`src/rtl/lfsr_rr_arbiter.sv`:
```
// rtl/lfsr_rr_arbiter.sv - round-robin burst arbiter sharing one 8-bit Fibonacci LFSR
// Build option: LFSR_ARB_ZERO_GUARD_EN maps an accepted zero seed to 8'h01.
module lfsr_rr_arbiter #(
  parameter int NREQ  = 4,
  parameter int BURST = 4
) (
  input  logic            clk,
  input  logic            rst_n,
  input  logic [NREQ-1:0] req,
  input  logic            seed_vld,
  input  logic [7:0]      seed,
  output logic            seed_rdy,
  output logic [NREQ-1:0] gnt,
  output logic            rvalid,
  output logic [7:0]      rdata,
  output logic            busy
);

  localparam int CW = (BURST > 1) ? $clog2(BURST) : 1;
  localparam int PW = (NREQ > 1) ? $clog2(NREQ) : 1;
  localparam logic [CW-1:0]   CNT_LAST = CW'(BURST - 1);
  localparam logic [PW-1:0]   PTR_LAST = PW'(NREQ - 1);
  localparam logic [NREQ-1:0] ONE_HOT0 = NREQ'(1);

  typedef enum logic {S_IDLE, S_BURST} state_t;

  state_t          state_q, state_d;
  logic [7:0]      lfsr_q, lfsr_d;
  logic [PW-1:0]   ptr_q, ptr_d;
  logic [PW-1:0]   win_q, win_d;
  logic [CW-1:0]   cnt_q, cnt_d;
  logic [NREQ-1:0] gnt_q, gnt_d;

  logic [7:0]      lfsr_step;
  logic [7:0]      seed_load;
  logic [PW-1:0]   ptr_inc;
  logic [PW:0]     cand;
  logic [PW-1:0]   arb_idx;
  logic            arb_found;

  // Shift left, feedback from taps 7,5,4,3 (x^8+x^6+x^5+x^4+1).
  assign lfsr_step = {lfsr_q[6:0], lfsr_q[7] ^ lfsr_q[5] ^ lfsr_q[4] ^ lfsr_q[3]};

`ifdef LFSR_ARB_ZERO_GUARD_EN
  // A zero seed would lock the LFSR, so substitute the reset value.
  assign seed_load = (seed == 8'h00) ? 8'h01 : seed;
`else
  assign seed_load = seed;
`endif

  // Pointer moves to the requester after the one just served.
  assign ptr_inc = (win_q == PTR_LAST) ? '0 : win_q + PW'(1);

  assign busy     = (state_q == S_BURST);
  assign seed_rdy = (state_q == S_IDLE);
  assign gnt      = gnt_q;
  assign rvalid   = busy && req[win_q];
  assign rdata    = lfsr_q;

  // Wrap-around search upward from the pointer; first asserted request wins.
  always_comb begin
    arb_found = 1'b0;
    arb_idx   = '0;
    cand      = '0;
    for (int i = 0; i < NREQ; i++) begin
      cand = {1'b0, ptr_q} + (PW+1)'(i);
      if (cand >= (PW+1)'(NREQ)) cand = cand - (PW+1)'(NREQ);
      if (!arb_found && req[cand[PW-1:0]]) begin
        arb_found = 1'b1;
        arb_idx   = cand[PW-1:0];
      end
    end
  end

  // Next-state logic: reseed or arbitrate in IDLE, deliver beats in BURST.
  always_comb begin
    state_d = state_q;
    lfsr_d  = lfsr_q;
    ptr_d   = ptr_q;
    win_d   = win_q;
    cnt_d   = cnt_q;
    gnt_d   = gnt_q;
    case (state_q)
      S_IDLE: begin
        if (seed_vld) begin
          lfsr_d = seed_load;
        end else if (arb_found) begin
          win_d   = arb_idx;
          gnt_d   = ONE_HOT0 << arb_idx;
          cnt_d   = '0;
          state_d = S_BURST;
        end
      end
      S_BURST: begin
        if (req[win_q]) begin
          lfsr_d = lfsr_step;
          cnt_d  = cnt_q + CW'(1);
          if (cnt_q == CNT_LAST) begin
            state_d = S_IDLE;
            gnt_d   = '0;
            ptr_d   = ptr_inc;
          end
        end else begin
          // Winner dropped its request: end the burst without a beat.
          state_d = S_IDLE;
          gnt_d   = '0;
          ptr_d   = ptr_inc;
        end
      end
      default: begin
        state_d = S_IDLE;
        gnt_d   = '0;
      end
    endcase
  end

  // State registers; reset discards any burst in progress.
  always_ff @(posedge clk or negedge rst_n) begin
    if (!rst_n) begin
      state_q <= S_IDLE;
      lfsr_q  <= 8'h01;
      ptr_q   <= '0;
      win_q   <= '0;
      cnt_q   <= '0;
      gnt_q   <= '0;
    end else begin
      state_q <= state_d;
      lfsr_q  <= lfsr_d;
      ptr_q   <= ptr_d;
      win_q   <= win_d;
      cnt_q   <= cnt_d;
      gnt_q   <= gnt_d;
    end
  end

endmodule

```
`config.mk`:
```
export PLATFORM = sky130hd
export DESIGN_NAME = lfsr_rr_arbiter
export DESIGN_NICKNAME = d
export VERILOG_FILES = /design/src/rtl/lfsr_rr_arbiter.sv
export SDC_FILE = /design/constraint.sdc
export NUM_CORES = 1
export LEC_CHECK = 0
export BUFFER_PORTS_ARGS = -buffer_cell sky130_fd_sc_hd__clkbuf_2
export CAP_MARGIN = 10
export CELL_PAD_IN_SITES_DETAIL_PLACEMENT = 0
export CELL_PAD_IN_SITES_GLOBAL_PLACEMENT = 1
export CORE_MARGIN = 5
export CORE_UTILIZATION = 42
export CTS_CLUSTER_DIAMETER = 120
export DETAILED_ROUTE_END_ITERATION = 12
export PLACE_DENSITY_LB_ADDON = 0.15
export SLEW_MARGIN = 10
export SYNTH_ARGS = -nofsm -noshare
export SYNTH_HDL_FRONTEND = slang
export SYNTH_SLANG_ARGS = --single-unit
```
`constraint.sdc`:
```
create_clock -name clk -period 4.74 [get_ports clk]
set_input_delay 0.474 -clock clk [delete_from_list [all_inputs] [get_ports clk]]
set_output_delay 0.474 -clock clk [all_outputs]
set_load 0.1 [all_outputs]
```
==> flow_summary_export.csv, run 1 <==
group,metric,value,unit
status,status,"completed",
sta,rsz0062_at_grt,"no",
sta,slew_headroom,63.92,%
floorplanning,start_util,43.36,%
finish,drive_above_1_share,45.90,%
sta,worstMarginPinSlew,0.5411,ns
global_routing,grt_max_degree,20,
route,wl_met1,846,um
yosys,yosys_warnings,0,
route,routed-wl-met3,138,um
yosys,synth.distinct_cells,30,
global_routing,grt_antenna_before_repair,0,
setup_path,worst-r2r-cell-count,4,
setup_path,startpoint,"win_q[1]$_DFFE_PN0P_",
setup_path,worstPathCellList,"mux2_4, o211ai_1, inv_1, clkbuf_2",
yosys,synth_area_per_cell,11.59,um^2
setup_path,crit_type,"reg2out",
clock_network,cts_buffers,3,
setup_path,cpPeakStageDelay,0.46,ns
yosys,synth_fa_ha_area_share,2.372,%
clock_network,numClockSinks,19,
clock_network,postCtsResizedCells,0,
route,ant_nets,0,
setup_path,crit_required,4.27,ns
place,place_hpwl,1.635,mm
route,wl_met2,1.023,mm
clock_network,root_buffer,"clkbuf_4",
route,dr.first_iter.drc_count,24,
clock_network,post_cts_buffers,0,
yosys,ys_ff_latch,19,
yosys,synth_compound_area_share,15.42,%
global_routing,grt_pass1_vias,826,
setup_path,critical_path.max_fanout,5,
setup_path,worstSetupEndpoint,"rvalid",
yosys,syn_nets,108,
floorplanning,core-area,2432,um^2
floorplanning,dieHeight,60.12,um
route,vias,809,
global_routing,overflow,0,
yosys,synth_top_family_by_area,"multiplexers",
setup_path,worst_ep_arrival_time,1.89,ns
yosys,synth_xor_area_share,2.491,%
place,pre_cts_slack,2.574,ns
setup_path,cpMaxStageDelayCell,"dfrtp_1",
job,maxCapViolations,0,
floorplanning,die_w,60.12,um
route,firstDrtPassIters,4,
sta,period_minus_slack,2.365,ns
min_path,worst_hold_path_type,"in2async",
clock_network,cts_tree,"done",
setup_path,r2r-end,"rdata[1]$_DFFE_PN0P_",
yosys,synthMuxAreaShare,22.42,%
sta,skew,0.001505,ns
finish,diodes,0,
route,viasPerCell,5.322,
finish,fin_nets,140,
route,top_layer_used,"met4",
setup_path,r2r_start,"busy$_DFF_PN0_",
sta,finalHoldViolCount,0,
floorplanning,io_pins,30,
place,place.port_buffers,29,
clock_network,htreeDepth,1,
clock_network,clk_latency,0.29,ns
route,detail_route.wl_per_cell,13.49,um
setup_path,critPathCaptureType,"output pin",
yosys,syn_inst,91,
sta,finalSetupTns,0,ns
sta,setup_ws,2.375,ns
yosys,synth_seq_area_share,45.20,%
setup_path,r2r_slack,2.86,ns
route,wirelength,2.050,mm
global_routing,grt.total_usage,13.65,%
sta,finalSetupViolations,0,
sta,max_freq,422.9,MHz
sta,finalMaxSlewViolations,0,
place,gp_congestion,0.7478,
yosys,synthSimpleGateAreaFrac,8.660,%
clock_network,clk_pin_slew,0.10,ns
clock_network,ctsHoldBuffers,0,
finish,final_util,51.54,%
finish,area_delta_synth_final,18.86,%
floorplanning,fp.dieArea,3614,um^2
floorplanning,rows,18,
clock_network,ctsLongestPathBuffers,2,
yosys,netlist_area,1055,um^2
global_routing,grt_pass1_wl,3.684,mm
route,drcViolationCount,0,
setup_path,start_kind,"register",
sta,fin_crit_sh,49.89,%
[registers in the layout, indices dropped and copies added (netlist names)]
name   flops
rdata      8
gnt        4
cnt_q      2
ptr_q      2
win_q      2
busy       1
[kinds of logic after synthesis]
| kind of cell | Yosys count |
|---|---|
| and+or+nand+nor | 19 |
| xor gates and xnor gates | 3 |
| DFF | 19 |
| adders and majority gates | 2 |
| muxes | 21 |
| AOI/OAI and AO/OA | 19 |
| buffers and inverters | 8 |
[cell usage in the layout, fill, tap and decap left out, drive strengths merged, types with 2 or more instances in the layout]
cell,instances
mux2,18
nand3,2
dfrtp,18
a21o,2
clkbuf,33
nor2b,2
a311oi,2
inv,5
nor2,5
a32o,2
nand2b,2
nand2,6
mux2i,3
a21oi,3
o21ai,2
nor3,2
ha,2
xnor2,3
o31ai,3
[area by class of cell]
cell class	count	area [um^2]
fill	233	1179
multi-input combinational	64	541.8
sequential	19	476.7
timing repair buffer	30	152.6
tap	30	37.54
clock buffer	4	26.28
inverter	5	18.77
[per-layer routing]
layer	track usage, %	up-vias
li1	-	395
met1	15.86	384
met2	24.54	25
met3	2.160	5
met4	5.696	0
met5	0	-
[worst min-delay path by stage]
| stage | startpoint | endpoint | slack (ns) | depth (start not counted) |
|---|---|---|---|---|
| 2_1_floorplan | rst_n | busy$_DFF_PN0_ | 0.18 | 0 |
| 6_report | rst_n | busy$_DFF_PN0_ | 0.11 | 1 |
| 4_1_cts | rst_n | rdata[4]$_DFFE_PN0P_ | 0.12 | 1 |
| 3_5_place_dp | rst_n | busy$_DFF_PN0_ | 0.45 | 1 |
| 3_3_place_gp | rst_n | rdata[1]$_DFFE_PN0P_ | 0.45 | 1 |
| 5_1_grt | rst_n | rdata[4]$_DFFE_PN0P_ | 0.14 | 1 |
[cell usage after synthesis]
cell	instances	area share, %
buf_2	2	0.95
nand2b_1	2	1.2
a211oi_1	1	0.71
xnor2_1	3	2.5
mux2_4	1	1.4
a221o_2	1	1.1
nor2_1	5	1.8
a21o_1	1	0.71
o41ai_1	1	0.83
nor3_1	1	0.47
a211o_1	1	0.83
a311oi_1	1	0.83
nand2_1	6	2.1
o31ai_1	3	2.1
mux2_2	17	18
inv_1	5	1.8
ha_1	2	2.4
dfstp_2	1	2.5
a21oi_1	3	1.4
dfrtp_1	18	43
o211ai_1	1	0.71
nand3_1	2	0.95
o21ai_0	2	0.95
nor3_2	1	0.95
a21o_2	1	0.83
a311oi_4	1	2.5
mux2i_1	3	2.8
buf_4	1	0.71
a32o_1	2	1.9
nor2b_1	2	1.2
[critical path, delay by kind of cell, from the launching register on]
| kind | cells | cell delay (ns) |
|---|---|---|
| mux | 1 | 0.34 |
| buf+inv | 2 | 0.45 |
| compound gates | 1 | 0.34 |
| flops | 1 | 0.46 |
[through the flow]
step                      area, um^2  cells  hold slack, ns
after floorplan                 1055     91          0.1784
after global placement          1227    148          0.4499
after detailed placement        1227    148          0.4543
after CTS                       1254    152          0.1198
after global routing            1254    152          0.1416
final                           1254    152          0.1142
Power of run 1 is not shown: default switching activity piles up to over one toggle a cycle in this logic, so the estimate is an artifact.
==> inputs of run 2 (changes only) <==
ABC_AREA = 1   (was default)
CORE_UTILIZATION = 34   (was 42)
clock period = 2 ns   (was 4.74 ns; I/O delays follow)
==> flow_summary_export.csv, run 2 <==
group,metric,value,unit
setup_path,worst-r2r-cell-count,9,
floorplanning,rows,22,
finish,multi_input_area,690.7,um^2
route,wirelength,2.905,mm
clock_network,clk_pin_slew,0.07,ns
sta,finalHoldViolCount,0,
route,detail_route.wl_per_cell,11.53,um
sta,rsz0062_at_grt,"no",
setup_path,crit_type,"reg2reg",
place,place.port_buffers,29,
yosys,ys_ff_latch,19,
global_routing,grt.total_usage,12.51,%
clock_network,htreeDepth,1,
place,gp_congestion,0.7705,
finish,final_util,41.46,%
yosys,synth.most_common_cell,"nand2_1",
finish,final_common_cell,"nand2_1",
global_routing,grt_antenna_before_repair,0,
route,firstDrtPassIters,4,
clock_network,cts_tree,"done",
yosys,syn_inst,173,
sta,slew_headroom,63.91,%
global_routing,overflow,0,
finish,area_delta_synth_final,19.68,%
yosys,synth.distinct_cells,29,
clock_network,ctsLongestPathBuffers,2,
floorplanning,dieHeight,70.85,um
yosys,synth_area_per_cell,7.276,um^2
sta,finalSetupTns,0,ns
setup_path,critical_path.max_fanout,12,
sta,skew,0.002120,ns
yosys,netlist_area,1259,um^2
place,dp_cells,247,
sta,finalSetupViolations,0,
global_routing,grt_max_degree,20,
setup_path,critPathCaptureType,"register",
finish,diodes,0,
place,place_hpwl,2.317,mm
route,vias,1188,
clock_network,cts_buffers,3,
floorplanning,start_util,34.64,%
global_routing,grt_pass1_wl,5.175,mm
clock_network,root_buffer,"clkbuf_8",
setup_path,r2r_slack,0.22,ns
job,maxCapViolations,0,
floorplanning,fp.dieArea,5019,um^2
yosys,synth_top_area_share,35.79,%
finish,layout_common_cells,"72 x nand2_1, 28 x clkbuf_2, 17 x dfrtp_1, 13 x inv_1, 11 x nor2_1",
floorplanning,io_pins,30,
global_routing,grt_pass1_vias,1220,
status,status,"completed",
yosys,ys_async_sr_fraction,100.0,%
min_path,hold_depth,3,
floorplanning,die_w,70.85,um
clock_network,postCtsResizedCells,0,
floorplanning,core-area,3633,um^2
finish,drive_above_1_share,29.90,%
route,dr.first_iter.drc_count,63,
yosys,ys_dominant_reg_cell,"dfrtp_1",
yosys,yosysTopAreaCell,"dfrtp_1",
finish,largest_register_ffs,8,
finish,fin_nets,222,
sta,worstMarginPinSlew,0.5437,ns
setup_path,crit_required,2.12,ns
yosys,ys_top_cells_by_area,"dfrtp_1 36%, nand2_1 21%, a31oi_1 4.0%",
clock_network,numClockSinks,19,
yosys,yosys_warnings,0,
min_path,worst_hold_path_type,"in2reg",
yosys,netlist_top_cells_count,"72 x nand2_1, 18 x dfrtp_1, 13 x inv_1, 12 x nor2_1, 8 x a31oi_1",
sta,finalMaxSlewViolations,0,
finish,stdcell_count,252,
route,drcViolationCount,0,
sta,max_freq,562.7,MHz
route,ant_nets,0,
setup_path,start_kind,"register",
route,viasPerCell,4.714,
clock_network,post_cts_buffers,0,
yosys,syn_nets,190,
clock_network,clk_latency,0.25,ns
sta,fin_crit_sh,88.86,%
yosys,synth_edf_count,0,
sta,period_minus_slack,1.777,ns
yosys,synth_seq_area_share,37.87,%
finish,final.fill_count,398,
finish,regArea,478.0,um^2
setup_path,worst_ep_arrival_time,1.90,ns
-- run 2: through the flow --
stage               hold WS [ns]  setup slack (ns)  instance area [um^2]
finish                    0.1530            0.2227                  1506
global route              0.1731           0.05939                  1506
CTS                       0.1490            0.2227                  1506
detailed placement        0.1978            0.2372                  1450
global placement          0.1809            0.2688                  1450
floorplan               -0.09559           0.01642                  1269
-- run 2: cell families (layout without fill, tap and decap cells) --
group	Yosys count	in the layout	synth area share (%)
adder cells (fa/ha/maj)	2	2	1.988
buffers and inverters	20	51	7.853
AO/OA/AOI/OAI	19	19	9.742
AND/OR/NAND/NOR	111	111	41.15
flip-flops	19	19	37.87
XOR/XNOR	2	2	1.392
-- run 2: timing repair --
| item | CTS | global route |
|---|---|---|
| hold buffers | 1 | 0 |
| setup endpoints to repair | 0 | 0 |
| endpoints found under the hold margin | 18 | 0 |
-- run 2: path summary, 6_finish.rpt --
check | start | end
worst min register to register | gnt[0]$_DFFE_PN0P_ | gnt[0]$_DFFE_PN0P_
worst max-delay path | ptr_q[0]$_DFFE_PN0P_ | win_q[0]$_DFFE_PN0P_
worst min-delay path | seed[0] | rdata[0]$_DFFE_PN1P_
worst max register to register | ptr_q[0]$_DFFE_PN0P_ | win_q[0]$_DFFE_PN0P_
min in group asynchronous | rst_n | rdata[5]$_DFFE_PN0P_
max in group asynchronous | rst_n | busy$_DFF_PN0_
-- run 2: cell type report --
type                       instances  share of cell area [%]
multi-input combinational        134                   45.85
sequential                        19                   31.73
timing repair buffer              32                   11.46
tap                               48                   3.987
inverter                          15                   3.904
clock buffer                       3                   2.741
clock inverter                     1                  0.3322
-- run 2: layer usage --
metal,wire length [um],GRT usage [%]
met1,1210,13.12
met2,1561,24.61
met3,89,1.847
met4,43,4.802
met5,0,0
-- run 2: critical path, stage by stage, from the launching register on --
cell and delay (ns):
dfrtp_1 0.54, inv_4 0.13, nand2_1 0.08, nand2_1 0.12, nor2_2 0.22, nand3_2 0.11
nor2_4 0.16, nor2_8 0.07, nand3_2 0.09, o21ai_0 0.11
Power of run 2 is left out for the same reason.
